===== src/rtl/cv32e40x_prefetcher_ot.sv =====
// cv32e40x_prefetcher_ot: issues branch/sequential fetch requests, limits how many are
// outstanding, and tags responses that belong to transactions issued before a taken branch.
module cv32e40x_prefetcher_ot #(
  parameter int ADDR_W          = 32,
  parameter int FETCH_BYTES     = 4,
  parameter int MAX_OUTSTANDING = 2,
  localparam int CNT_W          = $clog2(MAX_OUTSTANDING + 1)
) (
  input  logic              clk,
  input  logic              rst_n,
  input  logic              fetch_branch_i,
  input  logic [ADDR_W-1:0] fetch_branch_addr_i,
  input  logic              fetch_valid_i,
  output logic              fetch_ready_o,
  input  logic              fetch_ptr_access_i,
  output logic              fetch_ptr_access_o,
  input  logic [1:0]        fetch_priv_lvl_access_i,
  output logic [1:0]        fetch_priv_lvl_access_o,
  output logic              trans_valid_o,
  input  logic              trans_ready_i,
  output logic [ADDR_W-1:0] trans_addr_o,
  input  logic              resp_valid_i,
  output logic              resp_valid_o,
  output logic              resp_discard_o,
  output logic [CNT_W-1:0]  outstanding_o
);
  typedef enum logic {IDLE, BRANCH_WAIT} state_t;
  localparam logic [1:0]       PRIV_LVL_M = 2'b11;
  localparam logic [CNT_W-1:0] MAX_CNT    = CNT_W'(MAX_OUTSTANDING);
  state_t            state_q, state_d;
  logic [ADDR_W-1:0] addr_q, addr_d, incr;
  logic              ptr_q, ptr_d;
  logic [1:0]        priv_q, priv_d;
  logic [CNT_W-1:0]  cnt_q, cnt_d, discard_q, discard_d;
  logic              accept, wait_st, resp_dec;
  always_comb begin
    wait_st                 = state_q == BRANCH_WAIT;
    incr                    = {addr_q[ADDR_W-1:1], 1'b0} + ADDR_W'(FETCH_BYTES);
    trans_valid_o           = fetch_valid_i && (cnt_q < MAX_CNT);
    accept                  = trans_valid_o && trans_ready_i;
    fetch_ready_o           = accept;
    trans_addr_o            = fetch_branch_i ? fetch_branch_addr_i : wait_st ? addr_q : incr;
    fetch_ptr_access_o      = fetch_branch_i ? fetch_ptr_access_i : wait_st && ptr_q;
    fetch_priv_lvl_access_o = (wait_st && !fetch_branch_i) ? priv_q : fetch_priv_lvl_access_i;
    addr_d                  = (fetch_branch_i || accept) ? trans_addr_o : addr_q;
    ptr_d                   = (fetch_branch_i || accept) ? fetch_ptr_access_o : ptr_q;
    priv_d                  = (fetch_branch_i || accept) ? fetch_priv_lvl_access_o : priv_q;
    state_d                 = accept ? IDLE : fetch_branch_i ? BRANCH_WAIT : state_q;
    // A response with nothing outstanding is ignored so the count never underflows.
    resp_dec                = resp_valid_i && (cnt_q != '0);
    cnt_d                   = cnt_q + CNT_W'(accept) - CNT_W'(resp_dec);
    resp_valid_o            = resp_valid_i && (discard_q == '0);
    resp_discard_o          = resp_valid_i && (discard_q != '0);
    discard_d               = fetch_branch_i ? cnt_q - CNT_W'(resp_dec) :
                              resp_discard_o ? discard_q - 1'b1 : discard_q;
    outstanding_o           = cnt_q;
  end
  always_ff @(posedge clk or negedge rst_n) begin
    if (!rst_n) begin
      state_q   <= IDLE;
      addr_q    <= '0;
      ptr_q     <= 1'b0;
      priv_q    <= PRIV_LVL_M;
      cnt_q     <= '0;
      discard_q <= '0;
    end else begin
      state_q   <= state_d;
      addr_q    <= addr_d;
      ptr_q     <= ptr_d;
      priv_q    <= priv_d;
      cnt_q     <= cnt_d;
      discard_q <= discard_d;
    end
  end
  a_resp_with_outstanding: assert property (@(posedge clk) disable iff (!rst_n)
    resp_valid_i |-> cnt_q != '0);
  a_discard_le_cnt: assert property (@(posedge clk) disable iff (!rst_n) discard_q <= cnt_q);
endmodule


===== config.mk =====
export PLATFORM = sky130hd
export DESIGN_NAME = cv32e40x_prefetcher_ot
export DESIGN_NICKNAME = d
export VERILOG_FILES = /design/src/rtl/cv32e40x_prefetcher_ot.sv
export SDC_FILE = /design/constraint.sdc
export NUM_CORES = 1
export LEC_CHECK = 0
export BUFFER_PORTS_ARGS = -buffer_cell sky130_fd_sc_hd__buf_2
export CAP_MARGIN = 20
export CORE_UTILIZATION = 54
export CTS_BUF_LIST = sky130_fd_sc_hd__clkbuf_16
export DETAILED_ROUTE_END_ITERATION = 8
export PLACE_DENSITY_LB_ADDON = 0.25
export SYNTH_ARGS = -nofsm -noshare
export SYNTH_HDL_FRONTEND = slang
export SYNTH_SLANG_ARGS = --single-unit

===== constraint.sdc =====
create_clock -name clk -period 2.32 [get_ports clk]
set_input_delay 0 -clock clk [delete_from_list [all_inputs] [get_ports clk]]
set_output_delay 0 -clock clk [all_outputs]
set_load 0.005 [all_outputs]

==> metrics.md <==
| Metric | Value |
|---|---|
| Mean routed wirelength per cell | 16.1 um |
| Post-synth cell types | 48 |
| CTS H-tree lvls | 2 |
| DRT iter0 DRCs | 257 |
| Crit path DAT | 2.30 ns |
| Worst slew pin tran | 0.946 ns |
| Die height | 77.9 um |
| Vias in the first global route | 3,125 |
| Final WL | 8790 um |
| Cell with the most instances after synthesis | dfrtp_1 |
| Initial antenna violation count | 0 |
| Grt total ovfl | 0 |
| Ant diodes | 0 |
| Critical R2R Launch | addr_q[3] |
| Via count | 3,413 |
| Worst Path Class, Setup | flip-flop to output pin |
| Setup Viol. Count Final | 0 |
| Switch Pwr | 0.000898 W |
| Core ar. | 0.00554 mm2 |
| Syn Nets | 423 |
| GRT Total Usage | 29.4% |
| Min Tclk post-route | 2.30 ns |
| Leading register cell type out of synthesis | dfrtp_1 |
| Largest net degree at the start of global routing | 54 |
| Max Cap Viol | 0 |
| Hold Path End | addr_q[17] |
| Max_slew headroom | 37.0% |
| Worst Path Max Fanout | 9 |
| Register bit total from synthesis | 40 |
| RSZ-0062 raised after global routing | true |
| Number of synthesized flops with an enable pin | 0 |
| Fin crit share | 99.2% |
| Max IR drop VDD | 0.394 mV |
| Post-synth top area share | 30.6% |
| Layout cells sized above 1 | 32.7% |
| Slew Viols, Final | 0 |
| Switch share | 34.6% |
| TritonRoute pass-1 iters | 5 |
| Top Ports | 82 |
| Initial core utilization | 56.1% |
| Synth warn | 0 |
| CP Capture Type | output pin |
| Die ar. | 0.00606 mm2 |
| R2R setup slack | 0.23 ns |
| Antenna violation net count after detailed routing | 0 |
| FMAX | 435 MHz |
| Worst reg2reg path depth | 6 |
| Status | finished clean |
| Port bufs | 81 |
| Pwr dens | 657 mW/mm2 |
| TritonCTS clock tree | yes |
| Worst hold path stage count | 3 |
| Startpoint Class | flip-flop |
| Crit path launch | addr_q[3] |
| Nets | 518 |
| Root buffer selected by CTS | clkbuf_16 |
| Leak pwr | 1.69 nW |
| Synth area leader | dfrtp_1 |
| Min-delay src | fetch_branch_addr_i[17] |
| Reg clk slew, reported paths | 0.06 ns |
| Top cells by area, synth | dfrtp_1, mux2_2, nor2_1 |
| Die width | 77.9 um |
| Critical path data required time | 2.32 ns |
| Commonest cells in the netlist | dfrtp_1, nor2_1, nand2_1, clkbuf_1 |
| Hold WS | 0.0224 ns |
| Endpoints failing hold | 0 |
| Internal power | 0.00170 W |
| Detailed placer's ending HPWL | 6040 um |
| Clk_lat worst skew | 0.28 ns |
| Reg power frac | 38.1% |
| First-pass GRT wire length | 14,400 um |
| Finished Core Util | 71.3% |
| CTS buffer count | 5 |
| Post-synthesis sequential area ratio | 32.3% |
| Clock power share | 25.3% |
| # clock sinks | 40 |
| Layout Skew | 0.00595 ns |
| Row cnt | 27 |
| Async S/R FF share, synth | 100% |
| GPL Wtd Cong | 0.874 |
| Syn_area_per_cell | 8.22 um2 |
| Post-Syn Instances | 378 |
| Vias/cell | 6.25 |
| Drt drc | 0 |
| RR Endpoint | addr_q[16] |
| Layout overhead on the synthesized area | 27.2% |
| Hold WC Path Type | primary input to flip-flop |
| CTS max path bufs | 2 |
| Post-synth design cell area | 0.00311 mm2 |
| Combinational share of power | 36.6% |
## logic make-up after synthesis
kind of cell | synth area share, %
AND/OR/NAND/NOR | 29.8
AO/OA/AOI/OAI | 19.4
buffers and inverters | 5.68
flip-flops | 32.3
multiplexers | 6.48
XOR/XNOR | 4.79
adder cells (fa/ha/maj) | 1.61
## what timing repair did
item	4_1_cts	5_1_grt
setup buffers	7	4
cloned	0	0
endpoints found under the hold margin	43	0
endpoints found under the setup margin	4	13
pin swaps	3	2
hold buffers	6	0
resized for setup	4	7
## power by group through the flow
stage | Combinational (W) | Sequential, W | Clock (W)
2_1_floorplan | 0.000600 | 0.000950 | 0
5_1_grt | 0.00105 | 0.00101 | 0.000704
3_5_place_dp | 0.000889 | 0.000995 | 0
6_report | 0.000950 | 0.000989 | 0.000658
4_1_cts | 0.000923 | 0.000982 | 0.000665
3_3_place_gp | 0.000860 | 0.000983 | 0
## per-layer routing
metal  vias to the layer above  track usage [%]  share of wire [%]
met1                      1639             39.3                 44
met3                        17             4.82                6.3
met4                         0             8.68                1.6
met2                       143             48.8                 48
li1                       1614                -                  -
met5                         -                0                  0
## registers in the layout, indices dropped and copies added (netlist names)
register       flops
outstanding_o      2
discard_q          2
state_q            1
addr_q            32
ptr_q              1
priv_q             2
## stage by stage
step	setup slack, ns	setup TNS [ns]	total power, W	instance area [um2]	std cells
5_1_grt	-0.0660	-0.278	0.00276	3950	546
6_report	0.0194	0	0.00260	3950	546
2_1_floorplan	0.380	0	0.00155	3110	378
4_1_cts	-0.00374	-0.00374	0.00257	3910	543
3_5_place_dp	0.178	0	0.00188	3650	522
3_3_place_gp	0.245	0	0.00184	3650	522
## cell type report
type | count | area (um2)
well taps | 72 | 90.1
clock inverters | 3 | 12.5
repair buffers | 119 | 706
fillers | 458 | 1590
flip-flops and latches | 40 | 1010
inverters | 13 | 48.8
multi-input cells | 294 | 1960
clock buffers | 5 | 125
## critical path, stage by stage (launching register included)
cell and delay, ns:
dfrtp_1 0.36, ha_2 0.20, nand3b_1 0.12, or4_4 0.52, or4_4 0.53, a31oi_1 0.16
buf_2 0.13
## worst max path at each step
stage,end,slack [ns],depth (start not counted)
floorplan,trans_addr_o[20],0.38,6
global placement,trans_addr_o[28],0.24,6
detailed placement,trans_addr_o[26],0.18,6
CTS,trans_addr_o[20],-0.004,7
global route,trans_addr_o[28],-0.07,6
finish,trans_addr_o[20],0.02,6
## layout by cell type, fill, tap and decap left out, types with 3 or more instances in the layout
| cell | count |
|---|---|
| a311oi_1 | 7 |
| nand4b_1 | 5 |
| xnor2_1 | 9 |
| a21boi_0 | 3 |
| nand2_1 | 25 |
| or3_1 | 5 |
| and3_1 | 6 |
| o22ai_1 | 3 |
| nor2_1 | 34 |
| a21oi_1 | 6 |
| mux2_2 | 17 |
| or4_4 | 3 |
| and4_1 | 8 |
| ha_1 | 3 |
| o21ai_0 | 12 |
| clkbuf_16 | 5 |
| nand4_1 | 13 |
| buf_4 | 32 |
| a211oi_1 | 16 |
| a31oi_1 | 16 |
| dfrtp_1 | 36 |
| nor2b_1 | 7 |
| nand3b_1 | 4 |
| or4_1 | 3 |
| nor4_1 | 14 |
| nor3_1 | 16 |
| nand3_1 | 7 |
| buf_2 | 81 |
| inv_1 | 15 |
| dlygate4sd3_1 | 6 |
| or2_2 | 4 |
| xor2_1 | 8 |
| o31ai_1 | 8 |
| nand2b_1 | 6 |
Note: power is estimated with default switching activity, not from simulation.
